[src/rtl/serial_sub_pkg.sv]
// Shared types and constants for the bit-serial subtractor.
package serial_sub_pkg;

   typedef enum logic [1:0] {
      IDLE = 2'd0,
      RUN  = 2'd1,
      DONE = 2'd2
   } sub_state_t;

   localparam int SUB_WIDTH_DEF = 8;

   function automatic int sub_cnt_w(input int w);
      return $clog2(w);
   endfunction

endpackage

[src/rtl/full_subtractor.sv]
// One-bit full subtractor cell, the borrow twin of the full-adder cell.
module full_subtractor (
   output logic d,
   output logic bo,
   input  logic a,
   input  logic b,
   input  logic bi
);

   assign d  = a ^ b ^ bi;
   assign bo = (~a & b) | (~(a ^ b) & bi);

endmodule

[src/rtl/serial_subtractor.sv]
// Bit-serial diff = a - b - bin, LSB first, through one cell.
// Optional signed-overflow output: define SERIAL_SUB_OVF_EN.
module serial_subtractor
   import serial_sub_pkg::*;
#(
   parameter int WIDTH = SUB_WIDTH_DEF
) (
   input  logic             clk,
   input  logic             rst,
   input  logic             start,
   input  logic [WIDTH-1:0] a,
   input  logic [WIDTH-1:0] b,
   input  logic             bin,
   output logic             busy,
   output logic             done,
   output logic [WIDTH-1:0] diff,
   output logic             bout
`ifdef SERIAL_SUB_OVF_EN
  ,output logic             ovf
`endif
);

   localparam int CW = sub_cnt_w(WIDTH);
   localparam logic [CW-1:0] LAST = CW'(WIDTH - 1);

   sub_state_t       state_q;
   logic [WIDTH-1:0] a_q;
   logic [WIDTH-1:0] b_q;
   logic [WIDTH-1:0] diff_q;
   logic [WIDTH-1:0] diff_d;
   logic [CW-1:0]    cnt_q;
   logic             br_q;
   logic             br_d;
   logic             d_bit;
   logic             bout_q;
   logic             busy_q;
   logic             done_q;
`ifdef SERIAL_SUB_OVF_EN
   logic             ovf_q;
`endif

   full_subtractor u_cell (
      .d  (d_bit),
      .bo (br_d),
      .a  (a_q[0]),
      .b  (b_q[0]),
      .bi (br_q)
   );

   // Result bits enter at the MSB so bit 0 lands at diff[0] last.
   assign diff_d = {d_bit, diff_q[WIDTH-1:1]};

   always_ff @(posedge clk) begin
      if (rst) begin
         state_q <= IDLE;
         a_q     <= '0;
         b_q     <= '0;
         diff_q  <= '0;
         cnt_q   <= '0;
         br_q    <= 1'b0;
         bout_q  <= 1'b0;
         busy_q  <= 1'b0;
         done_q  <= 1'b0;
`ifdef SERIAL_SUB_OVF_EN
         ovf_q   <= 1'b0;
`endif
      end else begin
         unique case (state_q)
            IDLE: begin
               done_q <= 1'b0;
               if (start) begin
                  a_q     <= a;
                  b_q     <= b;
                  br_q    <= bin;
                  cnt_q   <= '0;
                  busy_q  <= 1'b1;
                  state_q <= RUN;
               end
            end
            RUN: begin
               a_q    <= {1'b0, a_q[WIDTH-1:1]};
               b_q    <= {1'b0, b_q[WIDTH-1:1]};
               br_q   <= br_d;
               diff_q <= diff_d;
               cnt_q  <= cnt_q + 1'b1;
               if (cnt_q == LAST) begin
                  bout_q  <= br_d;
`ifdef SERIAL_SUB_OVF_EN
                  ovf_q   <= (a_q[0] ^ b_q[0]) &
                             (d_bit ^ a_q[0]);
`endif
                  busy_q  <= 1'b0;
                  done_q  <= 1'b1;
                  state_q <= DONE;
               end
            end
            DONE: begin
               done_q <= 1'b0;
               if (start) begin
                  a_q     <= a;
                  b_q     <= b;
                  br_q    <= bin;
                  cnt_q   <= '0;
                  busy_q  <= 1'b1;
                  state_q <= RUN;
               end else begin
                  state_q <= IDLE;
               end
            end
            default: begin
               busy_q  <= 1'b0;
               done_q  <= 1'b0;
               state_q <= IDLE;
            end
         endcase
      end
   end

   assign busy = busy_q;
   assign done = done_q;
   assign diff = diff_q;
   assign bout = bout_q;
`ifdef SERIAL_SUB_OVF_EN
   assign ovf  = ovf_q;
`endif

endmodule

[config.mk]
export PLATFORM = sky130hd
export DESIGN_NAME = serial_subtractor
export DESIGN_NICKNAME = d
export VERILOG_FILES = /design/src/rtl/serial_sub_pkg.sv /design/src/rtl/full_subtractor.sv /design/src/rtl/serial_subtractor.sv
export SDC_FILE = /design/constraint.sdc
export NUM_CORES = 1
export LEC_CHECK = 0
export BUFFER_PORTS_ARGS = -buffer_cell sky130_fd_sc_hd__clkbuf_2
export CAP_MARGIN = 20
export CORE_ASPECT_RATIO = 0.5
export CORE_MARGIN = 2
export CORE_UTILIZATION = 48
export DETAILED_ROUTE_END_ITERATION = 7
export PLACE_DENSITY = 0.83
export SLEW_MARGIN = 20
export SYNTH_ARGS = -nofsm -noshare
export SYNTH_HDL_FRONTEND = slang
export SYNTH_SLANG_ARGS = --single-unit
[constraint.sdc]
create_clock -name clk -period 1.3 [get_ports clk]
set_input_delay 0.065 -clock clk [delete_from_list [all_inputs] [get_ports clk]]
set_output_delay 0.065 -clock clk [all_outputs]
set_load 0.005 [all_outputs]
-- Yosys cells after proc, flatten, opt, wreduce, memory -nomap -nowiden
Index checks and enable logic that the tools add are counted.
- bitwise operators: 8
- add/sub/neg operators: 1
- reductions and logical operators: 8
- mux-type cells: 15
- eq/ne operators: 6
- operators by type and width (operator ; count):
    $pmux W8 S2 ; 2
    $mux W8 ; 2
    $reduce_and A2 Y1 ; 4
    $pmux W2 S3 ; 1
    $pmux W3 S2 ; 1
    $mux W1 ; 4
    $mux W2 ; 2
    $ne A2 B2 Y1 const B ; 2
    $pmux W1 S2 ; 2
    $reduce_or A2 Y1 ; 2
    $add A3 B1 Y3 const B ; 1
    $eq A3 B3 Y1 const B ; 1
    $mux W3 ; 1
    $not A1 Y1 ; 3
    $and A1 B1 Y1 ; 2
    $eq A2 B1 Y1 const B ; 1
    $eq A2 B2 Y1 const B ; 1
    $logic_not A2 Y1 ; 1
    $ne A2 B1 Y1 const B ; 1
    $reduce_bool A2 Y1 ; 1
    $xor A1 B1 Y1 ; 2
    $or A1 B1 Y1 ; 1
- input port bits: 20
- word-level logic and storage cells: 47
- output and inout port bits: 11
- flip-flop bits (word level): 33

-- Depth between registers and ports, before layout
Gate-level depths: netlist of the first run.
- depth after elaboration: 5
- mapped depth: 6
- mapped depth without buffers: 5

-- Hierarchy
From an unflattened synthesis of the first run, not the netlist that was laid out.
- cells, all modules: 155
- area, all modules: 1476.4 sq um
- by module, submodules not included (module ; cells each ; instances ; area each (sq um) ; seq. area each (sq um)):
    serial_subtractor ; 151 ; 1 ; 1445.1 ; 660.6
    full_subtractor ; 4 ; 1 ; 31.3 ; 0.0

-- Worst setup path before layout of the first run
No wires, ideal clock.
- path type: flip-flop to flip-flop
- start point: register state_q[0]
- end point: register b_q[1]
- library setup time: 139 ps
- data arrival time: 1071 ps
- data required time: 1161 ps
- path buffers: 3
- cell stages (with the launch flop): 7
- period minus slack after synthesis: 1209 ps
- path slack: 91 ps
- cells stage by stage: dfxtp_1 > buf_2 > nor2b_1 > buf_4 > buf_6 > nor3_1 > a211oi_2
- longest elaborated chain between the ends: 4
- elaborated cells on any way between the ends: 8
- classes of those cells: 3 x eq/ne; 1 x mux; 4 x reduce/logical
- ends and longest elaborated chain (item ; line ; RTL):
    start: declaration ; serial_subtractor.sv:26 ; sub_state_t state_q;
    start signal: assignment ; serial_subtractor.sv:55 ; state_q <= IDLE;
    start signal: assignment ; serial_subtractor.sv:77 ; state_q <= RUN;
    start signal: assignment ; serial_subtractor.sv:94 ; state_q <= DONE;
    $eq A2 B2 Y1 or $logic_not A2 Y1 (tied branches) ; serial_subtractor.sv:68 ; unique case (state_q)
    $reduce_or A2 Y1 (no line) ; -- ;
    $ne A2 B1 Y1 (no line) or $reduce_bool A2 Y1 (tied branches) ; -- ;
    $reduce_and A2 Y1 (no line) ; -- ;
    end signal: assignment ; serial_subtractor.sv:82 ; b_q <= {1'b0, b_q[WIDTH-1:1]};
    end: declaration ; serial_subtractor.sv:28 ; logic [WIDTH-1:0] b_q;
Several ways; a longest one is shown, not always the timed one.
A chain may end at the register's enable or synchronous reset.

-- Worst setup path in the final report of the first run
- start point: register b_q[0]
- end point: register br_q
- longest elaborated chain between the ends: 5
- elaborated cells on any way between the ends: 6
- classes of those cells: 1 x mux; 5 x bitwise
- ends and longest elaborated chain (item ; line ; RTL):
    $xor A1 B1 Y1 ; full_subtractor.sv:11 ; assign bo = (~a & b) | (~(a ^ b) & bi);
    $not A1 Y1 ; full_subtractor.sv:11 ;
    $and A1 B1 Y1 ; full_subtractor.sv:11 ;
    $or A1 B1 Y1 * ; full_subtractor.sv:11 ;
    $pmux W1 S2 * ; serial_subtractor.sv:68 ;
    end signal: assignment ; serial_subtractor.sv:74 ; br_q <= bin;
    end signal: assignment ; serial_subtractor.sv:83 ; br_q <= br_d;
    end signal: assignment ; serial_subtractor.sv:102 ; br_q <= bin;
    end: declaration ; serial_subtractor.sv:32 ; logic br_q;
Every way passes the cells marked *; elsewhere a longest branch is shown, timed or not.

==> flow_metrics.env, run 1 <==
export IMPL_post_layout_nonfiller_instances=227
export IMPL_combPwrFrac_pct=16.1
export IMPL_grt_pass1_vias=1146
export IMPL_clockRootBuffer="clkbuf_8"
export IMPL_synth_area_leaders="dfxtp_1 (45%), mux2i_1 (12%), a211oi_2 (7.6%)"
export IMPL_p_int_w=0.00173
export IMPL_clock_sinks=33
export IMPL_cts_buffer_depth=2
export IMPL_drive_gt1_share_pct=32.1
export IMPL_finish_net_count=209
export IMPL_rows=14
export IMPL_synth_nets=178
export IMPL_maxSlewViolCount=0
export IMPL_cts_hold_buf=0
export IMPL_stdcell_area_um2=1770
export IMPL_slew_headroom_pct=82.4
export IMPL_syn_avg_cell_area_um2=9.51
export IMPL_via_count=1193
export IMPL_pwr_share_seq_pct=48.1
export IMPL_ctsHtreeMaxLevel=2
export IMPL_fin_ws_ns=0.119
export IMPL_dpl_worst_slack_ns=0.0258
export IMPL_ant_nets=0
export IMPL_grt_pass1_wl_um=5060
export IMPL_io_pins=31
export IMPL_path_clk_slew_ns=0.07
export IMPL_rr_worst_depth=5
export IMPL_synthArstFlopShare_pct=0
export IMPL_dieArea_um2=3560
export IMPL_area_growth_synth_to_final_pct=20.4
export IMPL_synthCells=155
export IMPL_synth_seq_cells=33
export IMPL_yosysWarnings=0
export IMPL_peakVddDrop_v=0.000532
export IMPL_finalWeightedCongestion=0.789
export IMPL_swShare_pct=25.9
export IMPL_yosysUniqueCellTypes=24
export IMPL_start_util_pct=49.8
export IMPL_start_kind="flop"
export IMPL_post_dp_hpwl_um=1910
export IMPL_drc=0
export IMPL_via_per_inst=5.26
export IMPL_status="completed"
export IMPL_hold_path_class="primary input to flop"
export IMPL_setup_violations=0
export IMPL_dp_cells=219
export IMPL_wl_per_cell_um=13.0
export IMPL_worstHoldPathCells=3
export IMPL_detailed_place_area_um2=1660
export IMPL_cts_tree="done"
export IMPL_maxCapViolCount=0
export IMPL_tightest_slew_ns=0.262
export IMPL_critPathMaxFanout=2
export IMPL_die_x_um=82.4
export IMPL_criticalPathCategory="flop to flop"
export IMPL_power_switching_w=0.000605
export IMPL_antenna_found_initial=0
export IMPL_synth_area_leader_cell="dfxtp_1"
export IMPL_multiInputGateArea_um2=727
export IMPL_die_height_um=43.2
export IMPL_end_kind="flop"
export IMPL_rsz0062_at_grt="no"
export IMPL_post_cts_buffers=0
export IMPL_synth_edf_count=0
export IMPL_synth_cell_area_um2=1470
export IMPL_hold_violations=0
export IMPL_cp_required_ns=1.50
export IMPL_ys_seq_area_share_pct=44.8
export IMPL_drt_total_wl_um=2960
export IMPL_fin_tns_setup_ns=0
export IMPL_ys_flop_type="dfxtp_1"
export IMPL_fillers=261
export IMPL_pwr_share_clk_pct=35.7
export IMPL_arrival_ns=1.38
export IMPL_clock_skew_final_ns=0.00580
export IMPL_cts_made_buffers=5
export IMPL_grt_ovfl_total=0
export IMPL_track_usage_pct=19.3
export IMPL_synthTopCellsByCount="dfxtp_1 (33), nand2_1 (19), mux2i_1 (17), nor3_1 (16), a21oi_1 (14)"
export IMPL_period_minus_slack_ns=1.18
export IMPL_max_freq_mhz=846
export IMPL_p_per_area_nw_per_um2=1320
export IMPL_synth_top_area_share_pct=44.8
export IMPL_p_leak_nw=0.715
export IMPL_diodes=0
export IMPL_coreArea_um2=2960
export IMPL_dr_pass1_iters=4
export IMPL_period_share_pct=90.9
export IMPL_port_buffers=30
export IMPL_worstSkewPairLatency_ns=0.29
export IMPL_drt_iter0_drc=93
export IMPL_yosysMostFrequentCell="dfxtp_1"
export IMPL_grt_max_degree=34
export IMPL_ff_latch_area_um2=662
export IMPL_fin_util_pct=59.9
[cell type report]
cell class | count | share of cell area, %
Timing Repair Buffer | 38 | 12.6
Tap cell | 40 | 2.82
Inverter | 3 | 0.635
Clock inverter | 1 | 0.282
Clock buffer | 7 | 5.43
Sequential cell | 33 | 37.3
Multi-Input combinational cell | 105 | 41.0
[metal layers]
metal  global-route usage, %  vias to the layer above  routed length, µm
li1                        -                      606                  -
met1                    24.7                      559               1430
met2                    29.0                       21               1320
met4                    11.0                        0                 72
met5                       0                        -                  0
met3                    5.32                        7                135
[worst paths after layout]
check,from,slack (ns),end
setup reg to reg,b_q[0],0.12,br_q
hold / removal,a[2],0.11,a_q[2]
hold reg to reg,diff[0],0.46,diff[0]
setup / recovery,b_q[0],0.12,br_q
[power by group through the flow]
stage	combinational, W	clock (W)	sequential (W)
3_5_place_dp	0.000366	0	0.00115
6_report	0.000377	0.000835	0.00113
4_1_cts	0.000375	0.000854	0.00112
3_3_place_gp	0.000358	0	0.00114
5_1_grt	0.000417	0.000900	0.00113
2_1_floorplan	0.000286	0	0.00113
[cells by family after synthesis]
| logic type | Yosys count | synth area share, % |
|---|---|---|
| adder cells (fa/ha/maj) | 3 | 3.06 |
| buffers and inverters | 17 | 6.71 |
| AO/OA/AOI/OAI | 33 | 17.6 |
| multiplexers | 17 | 11.5 |
| AND/OR/NAND/NOR | 52 | 16.3 |
| flip-flops | 33 | 44.8 |
[layout by cell type, fill, tap and decap left out]
cell type	netlist	routed
a311oi_1	1	1
mux2i_1	17	17
dfxtp_1	33	32
buf_12	0	1
nor2_1	5	5
nor3_1	16	16
nand2b_1	3	3
ha_1	2	1
nand3_1	5	5
buf_4	4	7
inv_1	3	3
clkbuf_8	0	7
nand2_4	0	1
ha_2	0	1
o21a_1	2	2
clkbuf_2	0	30
nand2_1	19	19
o21bai_1	1	1
nor2b_1	2	1
nor2b_2	0	1
a21oi_1	14	14
a211oi_1	6	6
nor3b_1	1	1
a211oi_2	9	9
clkinv_2	0	1
fa_2	0	1
dfxtp_2	0	1
[repair_timing]
action | CTS | global route
pin swaps | 0 | 1
endpoints found under the hold margin | 0 | 0
setup endpoints to repair | 2 | 5
resized for setup | 1 | 3
[sequential cells by signal, summed over array words and instances, names as in the netlist]
register,cells
a_q,8
b_q,8
bout,1
br_q,1
busy,1
cnt_q,3
diff,8
done,1
state_q,2
[through the flow]
| step | hold slack, ns | power [W] |
|---|---|---|
| detailed placement | 0.401 | 0.00151 |
| global placement | 0.391 | 0.00150 |
| global route | 0.133 | 0.00245 |
| finish | 0.106 | 0.00234 |
| floorplan | 0.240 | 0.00142 |
| CTS | 0.100 | 0.00235 |
[worst max-delay path, cell delays in order, from the launching register on]
cell and delay [ns]:
dfxtp_1 0.33, inv_1 0.06, fa_2 0.39, inv_1 0.06, mux2i_1 0.06, a211oi_1 0.20
Power figures use the tool's default switching activity.
==> run 2: changes to the inputs <==
--- a/config.mk
+++ b/config.mk
@@ -7,7 +7,7 @@
 export LEC_CHECK = 0
 export BUFFER_PORTS_ARGS = -buffer_cell sky130_fd_sc_hd__clkbuf_2
 export CAP_MARGIN = 20
-export CORE_ASPECT_RATIO = 0.5
+export CORE_ASPECT_RATIO = 1.75
 export CORE_MARGIN = 2
 export CORE_UTILIZATION = 48
 export DETAILED_ROUTE_END_ITERATION = 7
@@ -15,4 +15,5 @@
 export SLEW_MARGIN = 20
 export SYNTH_ARGS = -nofsm -noshare
 export SYNTH_HDL_FRONTEND = slang
+export SYNTH_HIERARCHICAL = 1
 export SYNTH_SLANG_ARGS = --single-unit
==> flow_metrics.env, run 2 <==
export IMPL_status="completed"
export IMPL_synth_cell_area_um2=1480
export IMPL_fin_tns_setup_ns=0
export IMPL_pwr_share_clk_pct=32.6
export IMPL_cp_required_ns=1.49
export IMPL_p_int_w=0.00163
export IMPL_synth_nets=178
export IMPL_criticalPathCategory="flop to flop"
export IMPL_critPathSlowestCell="dfxtp_1"
export IMPL_finalWeightedCongestion=0.797
export IMPL_clock_sinks=33
export IMPL_finish_net_count=208
export IMPL_grt_pass1_vias=1213
export IMPL_r2r_slack_ns=0.07
export IMPL_coreArea_um2=2930
export IMPL_ant_nets=0
export IMPL_worstSkewPairLatency_ns=0.29
export IMPL_port_buffers=30
export IMPL_start_kind="flop"
export IMPL_pwr_share_seq_pct=49.9
export IMPL_cp_num_buf_inv=1
export IMPL_die_height_um=77.4
export IMPL_cts_tree="done"
export IMPL_synth_top_area_share_pct=44.7
export IMPL_io_pins=31
export IMPL_grt_max_degree=20
export IMPL_rsz0062_at_grt="no"
export IMPL_maxSlewViolCount=0
export IMPL_grt_ovfl_total=0
export IMPL_cts_made_buffers=5
export IMPL_post_cts_buffers=0
export IMPL_path_cells="buf_4, nand2b_2, nand2_4, a211oi_1"
export IMPL_post_dp_hpwl_um=2370
export IMPL_start_util_pct=50.4
export IMPL_synthTopCellsByCount="dfxtp_1 (33), nand2_1 (20), nor3_1 (17), a21oi_1 (16), mux2i_1 (15)"
export IMPL_peakVddDrop_v=0.000861
export IMPL_synthCells=155
export IMPL_drt_total_wl_um=3200
export IMPL_yosysMostFrequentCell="dfxtp_1"
export IMPL_fillers=261
export IMPL_drt_iter0_drc=21
export IMPL_setup_violations=0
export IMPL_rr_startpoint="state_q[0]"
export IMPL_critPathMaxFanout=15
export IMPL_period_minus_slack_ns=1.23
export IMPL_clockRootBuffer="clkbuf_8"
export IMPL_min_delay_start="a[7]"
export IMPL_layout_common_cells="dfxtp_1 (32), clkbuf_2 (30), nand2_1 (20)"
export IMPL_crit_family="simple AND/OR/NAND/NOR gates"
export IMPL_arrival_ns=1.42
export IMPL_stdcell_area_um2=1750
export IMPL_rr_endpoint="a_q[4]"
export IMPL_drive_gt1_share_pct=33.3
export IMPL_slew_headroom_pct=74.2
export IMPL_finalPower_w=0.00225
export IMPL_clock_skew_final_ns=0.00516
export IMPL_die_x_um=45.9
export IMPL_hold_path_class="primary input to flop"
export IMPL_diodes=0
export IMPL_detailed_place_area_um2=1650
export IMPL_rr_worst_depth=4
export IMPL_worstHoldPathCells=3
export IMPL_p_per_area_nw_per_um2=1280
export IMPL_maxCapViolCount=0
export IMPL_tightest_slew_ns=0.388
export IMPL_ctsHtreeMaxLevel=2
export IMPL_rows=26
export IMPL_period_share_pct=94.7
export IMPL_dr_pass1_iters=7
export IMPL_via_per_inst=5.67
export IMPL_dieArea_um2=3550
export IMPL_syn_avg_cell_area_um2=9.53
export IMPL_cpPeakStageDelay_ns=0.33
export IMPL_drc=0
export IMPL_layout_commonest_cell="dfxtp_1"
export IMPL_synthArstFlopShare_pct=0
export IMPL_track_usage_pct=20.5
export IMPL_wl_per_cell_um=14.9
export IMPL_yosysUniqueCellTypes=23
export IMPL_swShare_pct=27.4
export IMPL_p_leak_nw=0.700
export IMPL_synth_seq_cells=33
export IMPL_ys_seq_area_share_pct=44.7
export IMPL_cts_buffer_depth=2
export IMPL_power_switching_w=0.000615
export IMPL_hold_violations=0
export IMPL_grt_pass1_wl_um=5290
export IMPL_synth_area_leader_cell="dfxtp_1"
export IMPL_synth_area_leaders="dfxtp_1 (45%), mux2i_1 (10%), a211oi_2 (8.5%)"
export IMPL_combPwrFrac_pct=17.4
export IMPL_antenna_found_initial=0
export IMPL_yosysWarnings=6
export IMPL_path_clk_slew_ns=0.06
export IMPL_area_growth_synth_to_final_pct=18.7
export IMPL_via_count=1214
export IMPL_max_freq_mhz=812
export IMPL_fin_util_pct=59.9
export IMPL_ys_flop_type="dfxtp_1"
export IMPL_synth_edf_count=0
export IMPL_end_kind="flop"
export IMPL_worst_hold_path_endpoint="a_q[7]"
run 2: cell types whose count changed after synthesis, sizes merged, moves of 2 or more:
cell and delta:
mux2i -2, o21a -2, o21ai +2, a21oi +2
run 2: logic make-up (layout without fill, tap and decap cells):
| logic type | count (synthesis) | after routing | share of synthesized area [%] |
|---|---|---|---|
| AND/OR/NAND/NOR | 53 | 53 | 17.2 |
| multiplexers | 15 | 15 | 10.2 |
| AO/OA/AOI/OAI | 33 | 33 | 17.1 |
| buffers and inverters | 18 | 49 | 7.71 |
| adder cells (fa/ha/maj) | 3 | 3 | 3.05 |
| flip-flops | 33 | 33 | 44.7 |
run 2: layout make-up:
| cell class | instances | area (µm²) | area share (%) |
|---|---|---|---|
| clock inverter | 2 | 10.0 | 0.571 |
| inverter | 4 | 15.0 | 0.857 |
| multi-input combinational | 104 | 718 | 41.0 |
| clock buffer | 6 | 72.6 | 4.14 |
| tap | 28 | 35.0 | 2.00 |
| sequential | 33 | 662 | 37.8 |
| timing repair buffer | 37 | 240 | 13.7 |
run 2: worst max-delay path by stage:
stage	start	endpoint	slack, ns	depth (start not counted)
2_1_floorplan	state_q[0]	a_q[6]	0.09	6
3_3_place_gp	state_q[0]	b_q[6]	0.06	3
3_5_place_dp	state_q[0]	a_q[3]	-0.06	3
4_1_cts	state_q[0]	b_q[0]	0.07	4
5_1_grt	state_q[0]	a_q[4]	0.02	4
6_report	state_q[0]	a_q[4]	0.07	4
run 2: power by group through the flow:
stage / Clock [W] / Sequential (W) / Combinational (W)
after global routing: 0.000791 / 0.00113 / 0.000432
final: 0.000733 / 0.00112 / 0.000392
after CTS: 0.000746 / 0.00112 / 0.000394
after detailed placement: 0 / 0.00114 / 0.000388
after global placement: 0 / 0.00114 / 0.000370
after floorplan: 0 / 0.00113 / 0.000293
run 2: through the flow:
stage / instances / hold WS, ns / setup slack [ns]
6_report: 214 / 0.00633 / 0.0686
2_1_floorplan: 155 / 0.201 / 0.0936
4_1_cts: 214 / 0.000207 / 0.0657
5_1_grt: 214 / 0.0277 / 0.0167
3_5_place_dp: 206 / 0.303 / -0.0593
3_3_place_gp: 206 / 0.299 / 0.0641
run 2: routing by layer:
layer	track usage [%]	up-vias	wire (µm)
li1	-	599	-
met1	20.9	568	1090
met2	33.9	37	1880
met3	6.51	10	132
met4	12.3	0	92
met5	0	-	0
run 2: worst min-delay path, stage by stage:
cell,delay (ns)
clkbuf_2,0.08
nand2_1,0.05
a21oi_1,0.05
run 2: repair_timing:
| action | 4_1_cts | 5_1_grt |
|---|---|---|
| hold buffers | 0 | 0 |
| pin swaps | 0 | 0 |
| setup endpoints to repair | 7 | 5 |
| resized for setup | 2 | 4 |
==> run 3: changes to the inputs <==
--- a/config.mk
+++ b/config.mk
@@ -5,13 +5,13 @@
 export SDC_FILE = /design/constraint.sdc
 export NUM_CORES = 1
 export LEC_CHECK = 0
-export BUFFER_PORTS_ARGS = -buffer_cell sky130_fd_sc_hd__clkbuf_2
 export CAP_MARGIN = 20
 export CORE_ASPECT_RATIO = 1.75
 export CORE_MARGIN = 2
-export CORE_UTILIZATION = 48
+export CORE_UTILIZATION = 55
 export DETAILED_ROUTE_END_ITERATION = 7
-export PLACE_DENSITY = 0.83
+export DONT_BUFFER_PORTS = 1
+export PLACE_DENSITY = 0.82
 export SLEW_MARGIN = 20
 export SYNTH_ARGS = -nofsm -noshare
 export SYNTH_HDL_FRONTEND = slang
==> flow_metrics.env, run 3 (synthesis results as in run 2) <==
export IMPL_status="completed"
export IMPL_fillers=226
export IMPL_criticalPathCategory="flop to flop"
export IMPL_rsz0062_at_grt="no"
export IMPL_maxSlewViolCount=0
export IMPL_via_count=1060
export IMPL_track_usage_pct=20.3
export IMPL_p_per_area_nw_per_um2=1370
export IMPL_dpl_worst_slack_ns=-0.0803
export IMPL_worstSkewPairLatency_ns=0.29
export IMPL_start_util_pct=58.5
export IMPL_port_buffers=0
export IMPL_dr_pass1_iters=4
export IMPL_hold_violations=0
export IMPL_period_minus_slack_ns=1.21
export IMPL_die_x_um=43.2
export IMPL_cts_tree="done"
export IMPL_clock_sinks=33
export IMPL_rows=24
export IMPL_arrival_ns=1.43
export IMPL_hold_path_class="primary input to flop"
export IMPL_antenna_found_initial=0
export IMPL_ff_latch_area_um2=662
export IMPL_clock_skew_final_ns=0.00478
export IMPL_layout_commonest_cell="dfxtp_1"
export IMPL_ctsHtreeMaxLevel=2
export IMPL_max_freq_mhz=826
export IMPL_period_share_pct=93.1
export IMPL_drc=0
export IMPL_path_clk_slew_ns=0.06
export IMPL_fin_util_pct=62.2
export IMPL_area_growth_synth_to_final_pct=6.19
export IMPL_grt_max_degree=34
export IMPL_end_kind="flop"
export IMPL_grt_pass1_vias=1080
export IMPL_fin_ws_ns=0.0897
export IMPL_setup_violations=0
export IMPL_wl_per_cell_um=15.5
export IMPL_stdcell_area_um2=1570
export IMPL_peakVddDrop_v=0.000880
export IMPL_tightest_slew_ns=0.238
export IMPL_slew_headroom_pct=83.7
export IMPL_finalWeightedCongestion=0.728
export IMPL_cts_buffer_depth=2
export IMPL_drt_iter0_drc=28
export IMPL_drive_gt1_share_pct=16.3
export IMPL_die_height_um=72.5
export IMPL_cts_made_buffers=5
export IMPL_grt_pass1_wl_um=4740
export IMPL_cp_required_ns=1.52
export IMPL_io_pins=31
export IMPL_layout_common_cells="dfxtp_1 (32), nand2_1 (20), nor3_1 (17)"
export IMPL_clockRootBuffer="clkbuf_8"
export IMPL_diodes=0
export IMPL_hold_slack_ns=0.0209
export IMPL_p_leak_nw=0.558
export IMPL_via_per_inst=5.92
export IMPL_finish_net_count=177
export IMPL_multiInputGateArea_um2=709
export IMPL_grt_ovfl_total=0
export IMPL_start_kind="flop"
export IMPL_detailed_place_area_um2=1450
export IMPL_finalPower_w=0.00215
export IMPL_dieArea_um2=3130
export IMPL_ant_nets=0
export IMPL_drt_total_wl_um=2770
export IMPL_coreArea_um2=2520
export IMPL_maxCapViolCount=0
export IMPL_post_dp_hpwl_um=1900
export IMPL_critPathMaxFanout=5
==> run 3: layer usage <==
metal	global-route usage (%)	vias to the layer above	part of all wire [%]
li1	-	534	-
met1	21.5	495	39
met2	32.2	24	51
met3	8.21	7	6.6
met4	13.8	0	3.0
met5	0	-	0
==> run 3: area by class of cell <==
type	instances	share of cell area, %
tap	26	2.08
sequential	33	42.2
clock inverter	1	0.319
multi-input combinational	104	45.3
timing repair buffer	6	4.79
clock buffer	5	4.39
inverter	4	0.958
==> run 3: through the flow <==
stage               TNS, ns  cells
floorplan                 0    155
global placement          0    170
detailed placement   -0.666    170
CTS                       0    179
global route              0    179
finish                    0    179
==> run 3: report_power, final <==
part | internal (W) | switching [W] | total (W)
registers | 0.00108 | 0.0000420 | 0.00112
clock network | 0.000351 | 0.000351 | 0.000702
logic | 0.000145 | 0.000184 | 0.000328
total | 0.00158 | 0.000577 | 0.00215
==> run 3: what timing repair did <==
action / CTS / global route
pin swaps: 0 / 1
endpoints found under the setup margin: 15 / 6
endpoints found under the hold margin: 33 / 0
gates resized for setup: 2 / 2
hold buffers: 3 / 0
setup buffers: 0 / 0
==> run 3: path summary, 6_finish.rpt <==
path,end,startpoint,cells after the start,slack (ns)
max,busy,cnt_q[0],5,0.09
min,br_q,bin,2,0.02
max reg2reg,busy,cnt_q[0],5,0.09
min reg2reg,cnt_q[2],cnt_q[2],2,0.47
==> run 3: worst max-delay path: stages (launching register included) <==
cell and delay, ns:
dfxtp_1 0.32, ha_1 0.20, ha_1 0.23, o21ai_0 0.22
a21oi_1 0.10, nor2_1 0.08
